**src/rtl/wb_queue.sv**
```systemverilog
// wb_queue: pending register-file write queue.
// A circular FIFO of {sel, data} writes that drains into a registered
// write port (wen/selRd/rd) whenever stall is low. Two combinational
// lookups (Rs, Rt) report the youngest pending write to a register, so a
// reader can forward data that has not reached the register file yet.
//
// Handshake: a request transfers on a rising edge where inValid and inReady
// are both high. inReady does not depend on inValid. When the queue is full,
// inReady is still high if an entry drains at the same edge, so a full queue
// can accept a write while it drains and keep its count.
module wb_queue #(
    parameter int DEPTH = 4
) (
    input  logic                     clk,
    input  logic                     rst,
    input  logic                     inValid,
    output logic                     inReady,
    input  logic [3:0]               inSel,
    input  logic [15:0]              inData,
    input  logic                     stall,
    output logic                     wen,
    output logic [3:0]               selRd,
    output logic [15:0]              rd,
    input  logic [3:0]               selRs,
    input  logic [3:0]               selRt,
    output logic                     hitRs,
    output logic                     hitRt,
    output logic [15:0]              fwdRs,
    output logic [15:0]              fwdRt,
    output logic [$clog2(DEPTH):0]   count,
    output logic                     empty
);

    localparam int PW = $clog2(DEPTH);
    localparam int CW = PW + 1;
    localparam logic [CW-1:0] FULL = CW'(DEPTH);

    logic [3:0]    memSel  [DEPTH];
    logic [15:0]   memData [DEPTH];
    logic [PW-1:0] head;
    logic [PW-1:0] tail;
    logic          push;
    logic          pop;

    // Drain whenever something is queued and the consumer is not stalled.
    assign pop     = (count != '0) && !stall;
    assign inReady = (count != FULL) || pop;
    assign push    = inValid && inReady;
    assign empty   = (count == '0);

    // Entry storage; contents are only observable through valid slots.
    always_ff @(posedge clk) begin
        if (push) begin
            memSel[tail]  <= inSel;
            memData[tail] <= inData;
        end
    end

    // Pointers, occupancy and the registered write port.
    always_ff @(posedge clk or negedge rst) begin
        if (!rst) begin
            head  <= '0;
            tail  <= '0;
            count <= '0;
            wen   <= 1'b0;
            selRd <= '0;
            rd    <= '0;
        end else begin
            wen <= pop;
            if (push) begin
                tail <= tail + PW'(1);
            end
            if (pop) begin
                head  <= head + PW'(1);
                selRd <= memSel[head];
                rd    <= memData[head];
            end
            case ({push, pop})
                2'b10:   count <= count + CW'(1);
                2'b01:   count <= count - CW'(1);
                default: count <= count;
            endcase
        end
    end

    // Hazard lookup: scan oldest to youngest so the youngest match wins;
    // the output stage is older than every queued entry, so it goes first.
    always_comb begin
        logic [PW-1:0] idx;
        idx   = '0;
        hitRs = 1'b0;
        fwdRs = '0;
        hitRt = 1'b0;
        fwdRt = '0;
        if (wen && (selRd == selRs)) begin
            hitRs = 1'b1;
            fwdRs = rd;
        end
        if (wen && (selRd == selRt)) begin
            hitRt = 1'b1;
            fwdRt = rd;
        end
        for (int i = 0; i < DEPTH; i++) begin
            idx = head + PW'(i);
            if (CW'(i) < count) begin
                if (memSel[idx] == selRs) begin
                    hitRs = 1'b1;
                    fwdRs = memData[idx];
                end
                if (memSel[idx] == selRt) begin
                    hitRt = 1'b1;
                    fwdRt = memData[idx];
                end
            end
        end
    end

endmodule

```
**config.mk**
```make
export PLATFORM = sky130hd
export DESIGN_NAME = wb_queue
export DESIGN_NICKNAME = d
export VERILOG_FILES = /design/src/rtl/wb_queue.sv
export SDC_FILE = /design/constraint.sdc
export NUM_CORES = 1
export LEC_CHECK = 0
export CORE_UTILIZATION = 50
export DETAILED_ROUTE_END_ITERATION = 6
export GPL_ROUTABILITY_DRIVEN = 0
export PLACE_DENSITY = 0.73
export SLEW_MARGIN = 40
export SYNTH_ARGS = -nofsm -noshare
export SYNTH_HDL_FRONTEND = slang
export SYNTH_SLANG_ARGS = --single-unit
```
**constraint.sdc**
```tcl
create_clock -name clk -period 3.6 [get_ports clk]
set_input_delay 0.9 -clock clk [delete_from_list [all_inputs] [get_ports clk]]
set_output_delay 0.9 -clock clk [all_outputs]
set_load 0.1 [all_outputs]
```
==> results summary, run 1 <==
The share of flip-flops with an asynchronous set or reset is 0.259. Yosys mapped a number of flops with a built-in enable equal to 80. From bottom edge to top edge, the die measures around 120 µm. Dividing the detail-routed via count by the number of cells gives 6.24.

At the worst endpoint, the arrival time is 3.18 ns. The net count reported at finish is 880. The sequential cells in the finished layout cover a total of approximately 0.0031 mm². The data required time of the worst path came out at about 2.7 ns.

OpenSTA, run right after detailed placement, puts the worst setup slack at -0.398 ns. The number of cells traversed by the worst register-to-register path came out at 5. The area enclosed by the die boundary came out at ~0.015 mm². The die span in x is 123 µm.

The initial utilization of the core area, before any placement, comes to 0.519. The number of remaining DRC errors is 0. The total met3 wirelength after detailed routing came out at 2.01 mm. The maximum clock path buffer count came out at 2. Buffers inserted to repair hold after CTS numbered 0. After detailed routing, no signal wire sits above met4. The path class of the tightest hold or removal check is reg2reg. The headroom to the max-slew limit is 0.498.

Once detailed placement completed, the half-perimeter wirelength came to ~15 mm. The global-route wire length before repair came out at 32.4 mm. Once placement finished, the instance area stood at 0.00982 mm². The count of buffer and inverter cells on the critical path came out at 6. The post-route fraction of the period consumed by the critical path is 1.13. The worst setup path startpoint is head[0]. The number of violations reported at the end of detailed-routing iteration 0 came out at 818. The relative area change from synthesis to final layout came out at 50.2%. The number of storage elements in the synthesis netlist is ~110. The worst-path maximum fanout came out at 6. The clock insertion delay at the later pin of the skew report came out at 0.36 ns. The total CTS buffers is 9. The register clock-pin slew on the reported worst setup and hold paths is about 0.07 ns.

The synthesized design spends more area on one cell type than any other, namely edfxtp_1. The cell chosen for the clock root is clkbuf_16. The routed length on met1 came out at 9.70 mm. The mapped netlist covers 0.00729 mm². The delay of the slowest cell on the worst path came out at 0.56 ns. The most instantiated flip-flop cell in the synthesis netlist is edfxtp_1. The area share of the leading cell type in the synthesized netlist is 0.330. The final standard cell utilization of the core came out at 0.780. Setup violations remaining at the end of the flow were counted as 34. The diode insertion count for antenna repair is 0. The final reports fail on setup timing. Traced cell by cell, the critical path runs through buf_12, mux4_2, buf_6, xor2_1, nor3_2, and2_4, buf_12, buf_12, a221oi_1, buf_4, o31ai_4, buf_12.

The cell count after synthesis is 657. Across every metal layer, demand over resource in global routing totals 0.287. The number of sinks driven by the clock tree came out at approximately 110. The flop-to-flop setup slack came out at about 1.4 ns.

The reported max-cap violation count came out at 0. Pin placement for this block handled 92 I/O pins. The kind of launch point of the worst setup path is a flop. Static timing analysis puts the maximum clock frequency at 0.245 GHz. The final design instance area without fill is roughly 0.011 mm². The final hold violation count is 0. The slowest stage of the critical path is the mux4_2 cell. TritonCTS built the clock tree. The average routed wire per standard cell is approximately 22 µm.

In this run the number of cells on the critical path is 12. The initialized floorplan defines 43 standard-cell rows. The number of antenna violations at the first check in global routing was 1.

The wire length reported by the detailed router is approximately 23 mm. The share of synthesized area occupied by flip-flops and latches is 0.426. The H-tree generated during clock tree synthesis spans 3 levels.

The number of unique standard cell types used by synthesis came out at 44. Counting stages on the worst path, the most repeated cell is buf_12. A synthesized cell averages 11.1 µm². By startpoint and endpoint, the worst setup path is classified as reg2out. The detailed router placed around 6400 vias in this run. The total iterations of the first detailed-routing run came out at 5. The critical path ends at fwdRt[8].

The multi-input combinational cells in the finished layout cover a total of 0.00472 mm². The length of routed met2 wiring is approximately 11 mm. The category of the worst setup path capture point is an output port. After layout, the worst setup slack is -0.483 ns. On the final layout, the worst clock skew is 0.00835 ns. The run finished, with violations left. The slew at the pin closest to its max-slew limit is roughly 0.75 ns. The count of antenna-violating nets left after detailed routing came out at 0. The total overflow reported by the global router came out at 0.

The fraction of layout instances using a drive strength above 1 came out at 0.437. Yosys printed 0 warnings. The final critical delay including setup and external delays is approximately 4.1 ns. The max-slew violation count came out at 0. The number of global-route vias before repair is 6022. The endpoint identified for the worst register-to-register timing path is rd[11]. After floorplanning, the core was sized to cover ~0.014 mm². The number of fillers in the final layout is 784.

The port buffer count came out at 91. The largest net degree at the start of global routing is 80. Yosys attributes the largest share of cell area to edfxtp_1 33%, dfrtp_1 9.6%, mux2i_1 7.0%.

The net count after synthesis is 698. Setup repair after global routing could not meet its margin everywhere. In this design, the largest share of critical-path delay is due to buffers and inverters.

The startpoint identified for the worst register-to-register timing path is head[1].
[placed cells by master, fill, tap and decap left out, types with 7 or more instances in the layout]
master and count:
and2_1 14, nor2b_1 14, mux2i_1 44, nor3_1 40, buf_12 51, clkdlybuf4s50_1 26
dfrtp_1 23, edfxtp_1 80, clkbuf_16 13, nor3_2 9, xnor2_1 25, mux4_2 16
ha_1 9, a21oi_1 42, o221ai_4 13, nand2_1 39, a221oi_1 10, xor2_1 15
o21ai_0 30, buf_6 14, a221oi_2 7, mux2_2 36, o31ai_4 16, a221oi_4 15
buf_4 127, nor2_1 32
[layout make-up]
class,instances,area share
multi-input cells,485,0.431
clock inverters,7,0.00514
repair buffers,229,0.237
well taps,180,0.0206
clock buffers,9,0.0206
inverters,6,0.00206
flip-flops and latches,108,0.284
[layer usage]
metal / vias to the layer above / track usage
li1: 2868 / -
met1: 3157 / 0.419
met2: 336 / 0.440
met3: 31 / 0.0460
met4: 0 / 0.0808
met5: - / 0
[state kept, by name, summed over array words and instances, names as in the netlist]
signal,count
tail,2
wen,1
memSel,16
rd,16
memData,64
selRd,4
head,2
count,3
[how the worst min path moves through the flow]
stage / cells past startpoint / start / to / slack, ns
finish: 1 / tail[0] / tail[0] / 0.57
global route: 1 / tail[0] / tail[0] / 0.60
CTS: 1 / tail[0] / tail[0] / 0.57
detailed placement: 1 / tail[0] / tail[0] / 0.55
global placement: 1 / tail[0] / tail[0] / 0.51
floorplan: 1 / tail[0] / tail[0] / 0.50
[stage by stage]
step	setup TNS [ns]	std cells	hold slack [ns]
final	-13.26	1024	0.570
after CTS	-9.58	1003	0.565
after global placement	-9.76	975	0.514
after global routing	-15.85	1024	0.600
after detailed placement	-11.86	975	0.550
after floorplan	-5.25	657	0.498
[cells in the mapped netlist (2+ instances only)]
library cell,count
edfxtp_1,80
mux2i_1,51
nor3_1,47
a21oi_1,43
nand2_1,41
nor2_1,37
mux2_2,36
clkbuf_1,35
o21ai_0,32
dfrtp_1,28
xnor2_1,27
a221oi_1,22
and2_1,17
xor2_1,17
o31ai_1,16
nor2b_1,15
buf_2,13
mux4_2,13
a221oi_2,10
ha_1,9
o221ai_1,8
o221ai_2,8
mux4_1,7
nand3_1,6
and3_1,5
inv_1,5
buf_4,4
a21oi_2,3
buf_6,3
and4_1,2
nand2b_1,2
nor3_2,2
or3_1,2
[timing repair]
action / CTS / global route
cloned: 2 / 4
setup endpoints to repair: 34 / 34
pin swaps: 14 / 16
hold endpoints to repair: 0 / 0
setup buffers: 11 / 19
resized for setup: 56 / 33
[logic make-up (layout without fill, tap and decap cells)]
kind of cell    count (synthesis)  count (layout)  share of synthesized area
compound gates                146             146                      0.149
xor+xnor                       44              44                     0.0529
fa+ha+maj                       9               9                     0.0154
buf+inv                        64             251                     0.0441
flops                         108             108                      0.426
mux                           107             107                      0.191
simple gates                  179             179                      0.122
Power of run 1 is not shown: default switching activity piles up to over one toggle a cycle in this logic, so the estimate is an artifact.
==> run 2: changes to the inputs <==
- PLACE_DENSITY: 0.73 -> 0.76
- clock period: 3.6 -> 3.55 ns (I/O delays scaled with it)
==> run 2 against run 1 <==
The flow still finishes with violations (setup timing). Hold slack lost 0.13 ns. Setup slack got worse by 0.025 ns. Clock skew increased by 0.0029 ns. Sequential share of layout area up 0.43 points. Cell area shrank 1.4%. Critical path depth decreased by 3. Final cell count shrank 2.1%. Routed wire length shrank 0.58%. Die area unchanged.
==> results summary, run 2 (synthesized netlist as in run 1, its figures left out) <==
The net count reported at finish is 859 (-2.4%). The total iterations of the first detailed-routing run is 5 (unchanged). The post-route fraction of the period consumed by the critical path is 1.14. The starting density of the core was 0.519 (unchanged). In the final layout, the registers with the most flip-flops are memData (64), memSel (16), rd (16). The flip-flop count of the largest register after layout came out at 64 (unchanged). The average routed wire per standard cell is 22.8 µm (+1.5%).

The core box area was 0.0140 mm² (unchanged). The max-slew violation count came out at 0 (unchanged). The worst-path maximum fanout was 9 (+3). The relative area change from synthesis to final layout came out at 48.1%.

The number of buffers inserted for hold repair after clock tree synthesis is 0 (unchanged). Among cell families on the critical path, the largest total delay comes from compound AO/OA/AOI/OAI gates. The worst setup path is of the reg2out kind. The delay of the slowest cell on the worst path is 0.59 ns (+0.03 ns).

The final clock skew is 0.0112 ns (+0.00287 ns). The number of fillers in the final layout came to 791 (+0.89%). The count of buffer and inverter cells on the critical path is 3 (-3). The half-perimeter wire length after placement came out at 15.4 mm (+0.56%). The worst hold path class is in2async. The diode insertion count for antenna repair was 0 (unchanged). The area enclosed by the die boundary came to 0.0151 mm² (unchanged). The clock insertion delay at the later pin of the skew report is 0.36 ns (about the same). The number of violations reported at the end of detailed-routing iteration 0 came out at 699 (-15%). The worst setup path is captured at an output port. The maximum clock path buffer count came out at 2 (unchanged). The global-route wire length before repair came out at 33.5 mm (+3.4%).

The final standard cell utilization of the core is 0.769 (-0.0111). The number of sinks driven by the clock tree is 108 (unchanged). Subtracting the final worst setup slack from the clock period gives 4.06 ns. The total overflow reported by the global router is 0 (unchanged).

Leaving out fill and tap cells, the most frequent cell in the layout is buf_4. The maximum frequency from static timing analysis is 0.246 GHz. Clock tree synthesis selected as its root buffer the cell clkbuf_16. The number of cells traversed by the worst register-to-register path is 5 (unchanged). The number of global-route vias before repair came to 5950 (-1.2%). The slew at the pin closest to its max-slew limit came out at 0.779 ns (+0.0286 ns). The worst flop-to-flop path endpoint is rd[8]. The detailed-route vias per instance was 6.28 (+0.64%). In this design, the critical path's most frequently occurring cell is buf_12. TritonCTS built the clock tree. The final reports fail on setup timing. In the layout the commonest cells are 113 x buf_4, 80 x edfxtp_1, 49 x buf_12.

The count of antenna-violating nets left after detailed routing came out at 0 (unchanged). The final-report setup violation count came out at 34 (unchanged). The placement row count came out at 43 (unchanged).

The worst setup path is launched from a flop. Traced cell by cell, the critical path runs through buf_4, mux4_2, xnor2_1, and2_1, and2_4, buf_12, a221oi_1, o31ai_4, buf_12. The reported max-cap violation count came out at 0 (unchanged). The register with the highest flop count is memData. The data required time of the worst path is 2.66 ns (-0.04 ns). The run finished, with violations left. The total CTS buffers is 9 (unchanged).

The final hold violation count is 0 (unchanged). The flop-to-flop setup slack is 1.23 ns (-0.16 ns). The worst register-to-register path begins at head[1]. The die span in x is 123 µm (unchanged). The overall global routing resource usage is 0.302 (+0.0157). The slowest cell on the critical path is a221oi_1. The number of antenna violations at the first check in global routing came out at 0 (-1).

The port buffer count is 91 (unchanged). The total number of vias came out at 6301 (-1.4%). The vertical die dimension came out at 123 µm (unchanged). The number of remaining DRC errors came out at 0 (unchanged). The minimum setup slack after placement was -0.394 ns (+0.00370 ns). The I/O pin count is 92 (unchanged). The wire length reported by the detailed router came out at 22.9 mm (-0.58%). The largest net degree at the start of global routing came out at 80 (unchanged). The headroom to the max-slew limit is 0.481 (-0.0175).

The worst path arrival time came out at 3.17 ns (about the same). The fraction of layout instances using a drive strength above 1 came out at 0.429 (-0.00829). Setup repair after global routing could not meet its margin everywhere. The register clock-pin slew on the reported worst setup and hold paths is 0.08 ns (about the same). The H-tree depth is 3 (unchanged).

The worst-case setup margin in the final layout is -0.508 ns (-0.0250 ns).
==> run 2: how the worst max path moves through the flow <==
stage | slack, ns | to | startpoint | cells past startpoint
2_1_floorplan | -0.28 | fwdRt[15] | head[0] | 10
3_3_place_gp | -0.31 | fwdRs[3] | selRs[2] | 9
3_5_place_dp | -0.39 | fwdRt[8] | selRt[2] | 10
4_1_cts | -0.38 | fwdRs[12] | head[0] | 9
5_1_grt | -0.56 | fwdRt[14] | head[0] | 9
6_report | -0.51 | fwdRt[14] | head[0] | 9
==> run 2: what timing repair did <==
item                       CTS  global route
setup endpoints to repair   34            34
pin swaps                   24            10
buffers inserted            11             9
cloned                       3             2
resized for setup           80            19
hold endpoints to repair     0             0
==> run 2: worst reg2reg max path, cell delays in order, from the launching register on <==
cell	delay (ns)
dfrtp_4	0.59
buf_12	0.40
and2_1	0.26
nor3_1	0.06
a21oi_1	0.63
mux2_2	0.31
==> run 2: per-stage QoR <==
step           hold slack (ns)  setup TNS (ns)  area [µm²]  instances
2_1_floorplan            0.498           -6.38        7800        657
3_3_place_gp             0.515           -8.89        9700        964
3_5_place_dp             0.534          -10.29        9700        964
4_1_cts                  0.547          -11.22       10600        992
5_1_grt                  0.469          -15.49       10800       1003
6_report                 0.444          -13.53       10800       1003
==> run 2: metal layers <==
| layer | vias up | wire length [µm] | GRT usage |
|---|---|---|---|
| met5 | - | 0 | 0 |
| met4 | 0 | 432 | 0.0861 |
| met3 | 32 | 1700 | 0.0586 |
| met2 | 314 | 11000 | 0.467 |
| met1 | 3131 | 9750 | 0.432 |
| li1 | 2824 | - | - |
==> run 2: layout make-up <==
type	count	area [µm²]	area share
multi-input cells	485	4730	0.438
flip-flops and latches	108	3110	0.288
repair buffers	208	2390	0.222
clock buffers	11	243	0.0225
well taps	180	225	0.0209
clock inverters	5	65.1	0.00603
inverters	6	22.5	0.00209
Power of run 2 is left out for the same reason.
==> run 3: changes to the inputs <==
- TNS_END_PERCENT: unset -> 5
==> run 3 against run 2 <==
Register-to-register slack better by 0.11 ns. Global-route usage is 1.6 points lower. Via count is 3.0% lower. The run still ends with setup timing left. Routed wire length is 9.6% lower. Die area stayed put. Clock skew is 0.0050 ns lower. Cell area is 5.3% lower. Core utilization is 4.1 points lower. Non-clock buffer count is 6 lower. Flip-flop and latch count stayed put. Critical path depth stayed put. Final cell count is 0.60% lower. Largest cell class unchanged.
==> results summary, run 3 (synthesized netlist as in run 1, its figures left out) <==
The flow ran to the end, but the final reports show violations. The final reports fail on setup timing. The post-route fraction of the period consumed by the critical path is 1.11 (-0.0285). The slew at the pin closest to its max-slew limit came out at 0.616 ns (-0.163 ns). The detailed-route vias per instance came out at 6.13 (-2.4%).

The die span in x came to 123 µm (unchanged). The final hold violation count came out at 0 (unchanged). The maximum clock path buffer count came out at 2 (unchanged).

The number of fillers in the final layout is 916 (+16%). The cell chosen for the clock root is clkbuf_16. In the layout the commonest cells are 122 x buf_4, 80 x edfxtp_1, 48 x buf_12.

The fraction of layout instances using a drive strength above 1 came out at 0.378 (-0.0507). The multi-input combinational cell area is 0.00439 mm² (-7.2%). The worst-path maximum fanout came out at 10 (+1). The placement row count was 43 (unchanged).

The number of sinks driven by the clock tree came out at 108 (unchanged). The worst-case setup margin in the final layout is -0.407 ns (+0.101 ns). The port buffer count was 91 (unchanged).

The overall global routing resource usage is 0.286 (-0.0164). The final clock skew is 0.00623 ns (-0.00499 ns). The endpoint of the worst setup timing path is fwdRs[14]. The number of cells traversed by the worst register-to-register path is 7 (+2). The final design instance area without fill came out at 0.0102 mm² (-5.3%). Relative to the synthesized area, the layout overhead comes to 40.2%.

The total CTS buffers came out at 9 (unchanged). The number of antenna violations at the first check in global routing is 0 (unchanged). The final standard cell utilization of the core is 0.728 (-0.0409).

The maximum frequency from static timing analysis came out at 0.253 GHz (+2.6%). The total overflow reported by the global router came out at 0 (unchanged). The register with the highest flop count is memData. The headroom to the max-slew limit is 0.590 (+0.109). The number of global-route vias before repair came out at 5810 (-2.4%). The minimum setup slack after placement came out at -0.436 ns (-0.0419 ns). The H-tree depth came out at 3 (unchanged). The largest registers in the layout are memData (64), memSel (16), rd (16). The reported max-cap violation count came out at 0 (unchanged). The placed instance area came out at 0.00982 mm² (+1.2%).

The clock tree from TritonCTS is yes. The register clock-pin slew on the reported worst setup and hold paths is 0.07 ns (about the same). Setup repair after global routing could not meet its margin everywhere. The half-perimeter wire length after placement is 15.6 mm (+1.8%). The max-slew violation count is 0 (unchanged). The flop-to-flop setup slack came out at 1.34 ns (+0.11 ns). The number of buffers inserted for hold repair after clock tree synthesis came to 0 (unchanged). The final-report setup violation count came to 34 (unchanged). The total iterations of the first detailed-routing run came out at 5 (unchanged). The worst path arrival time came out at 3.07 ns (-0.10 ns).

STA classifies the critical path endpoint as an output port. The vertical die dimension was 123 µm (unchanged). The largest net degree at the start of global routing came to 80 (unchanged). The flip-flop count of the largest register after layout came out at 64 (unchanged). The average routed wire per standard cell is 20.7 µm (-9.1%). The number of violations reported at the end of detailed-routing iteration 0 is 748 (+7.0%). The worst hold path belongs to the class in2async. The final-layout worst hold slack is 0.451 ns (+0.00782 ns). The count of antenna-violating nets left after detailed routing came out at 0 (unchanged). The area enclosed by the die boundary is 0.0151 mm² (unchanged). The global-route wire length before repair is 32.2 mm (-4.1%). The number of remaining DRC errors is 0 (unchanged).

The core box area came out at 0.0140 mm² (unchanged). The starting density of the core came out at 0.519 (unchanged). The data required time of the worst path is 2.66 ns (about the same).

In this run the critical register-to-register path is captured at count[2]. The footprint of the flip-flops and latches is 0.00311 mm² (about the same). The clock insertion delay at the later pin of the skew report is 0.36 ns (about the same). In this run the worst setup path begins at selRs[3]. The I/O pin count is 92 (unchanged). The diode insertion count for antenna repair came out at 0 (unchanged). The most common cell after layout, fill and taps aside is buf_4. The net count reported at finish was 853 (-0.70%). The worst register-to-register path begins at count[0]. The wire length reported by the detailed router came out at 20.7 mm (-9.6%). The final critical delay including setup and external delays came to 3.96 ns (-0.101 ns). The worst setup path is launched from a primary input. The worst setup path is of the in2out kind. The total number of vias is 6113 (-3.0%).
==> run 3: stage by stage <==
step                      TNS [ns]  std cells
after floorplan              -8.70        657
after global placement       -9.41        980
after detailed placement    -11.03        980
after CTS                   -10.30        997
after global routing        -14.43        997
final                       -10.56        997
==> run 3: metal layers <==
metal | vias up | track usage | routed length (µm)
met5 | - | 0 | 0
met3 | 26 | 0.0325 | 1200
li1 | 2815 | - | -
met2 | 266 | 0.448 | 9710
met4 | 0 | 0.0823 | 337
met1 | 3006 | 0.417 | 9440
==> run 3: worst max-delay path, stage by stage <==
cell and delay, ns:
clkdlybuf4s50_1 0.48, xor2_1 0.17, nor3_1 0.23, nand3_1 0.15, a21oi_2 0.35, buf_12 0.21, a221oi_2 0.09, o221ai_4 0.27
buf_12 0.21
==> run 3: what timing repair did <==
action	in CTS	in global routing
setup buffers	1	0
gates resized for setup	23	3
pin swaps	4	0
hold endpoints to repair	0	0
setup endpoints to repair	34	34
==> run 3: area by class of cell <==
type,count,share of cell area
Inverter,6,0.00220
Tap cell,180,0.0220
Timing Repair Buffer,202,0.214
Sequential cell,108,0.304
Clock inverter,7,0.00551
Multi-Input combinational cell,485,0.430
Clock buffer,9,0.0220
==> run 3: worst min path at each step <==
stage	depth (start not counted)	slack, ns	end	from
after floorplan	1	0.50	tail[0]	tail[0]
after global placement	1	0.51	tail[0]	tail[0]
after detailed placement	1	0.54	tail[0]	tail[0]
after CTS	1	0.55	tail[0]	tail[0]
after global routing	1	0.47	tail[0]	rst
final	1	0.45	tail[0]	rst
Power of run 3 is left out for the same reason.
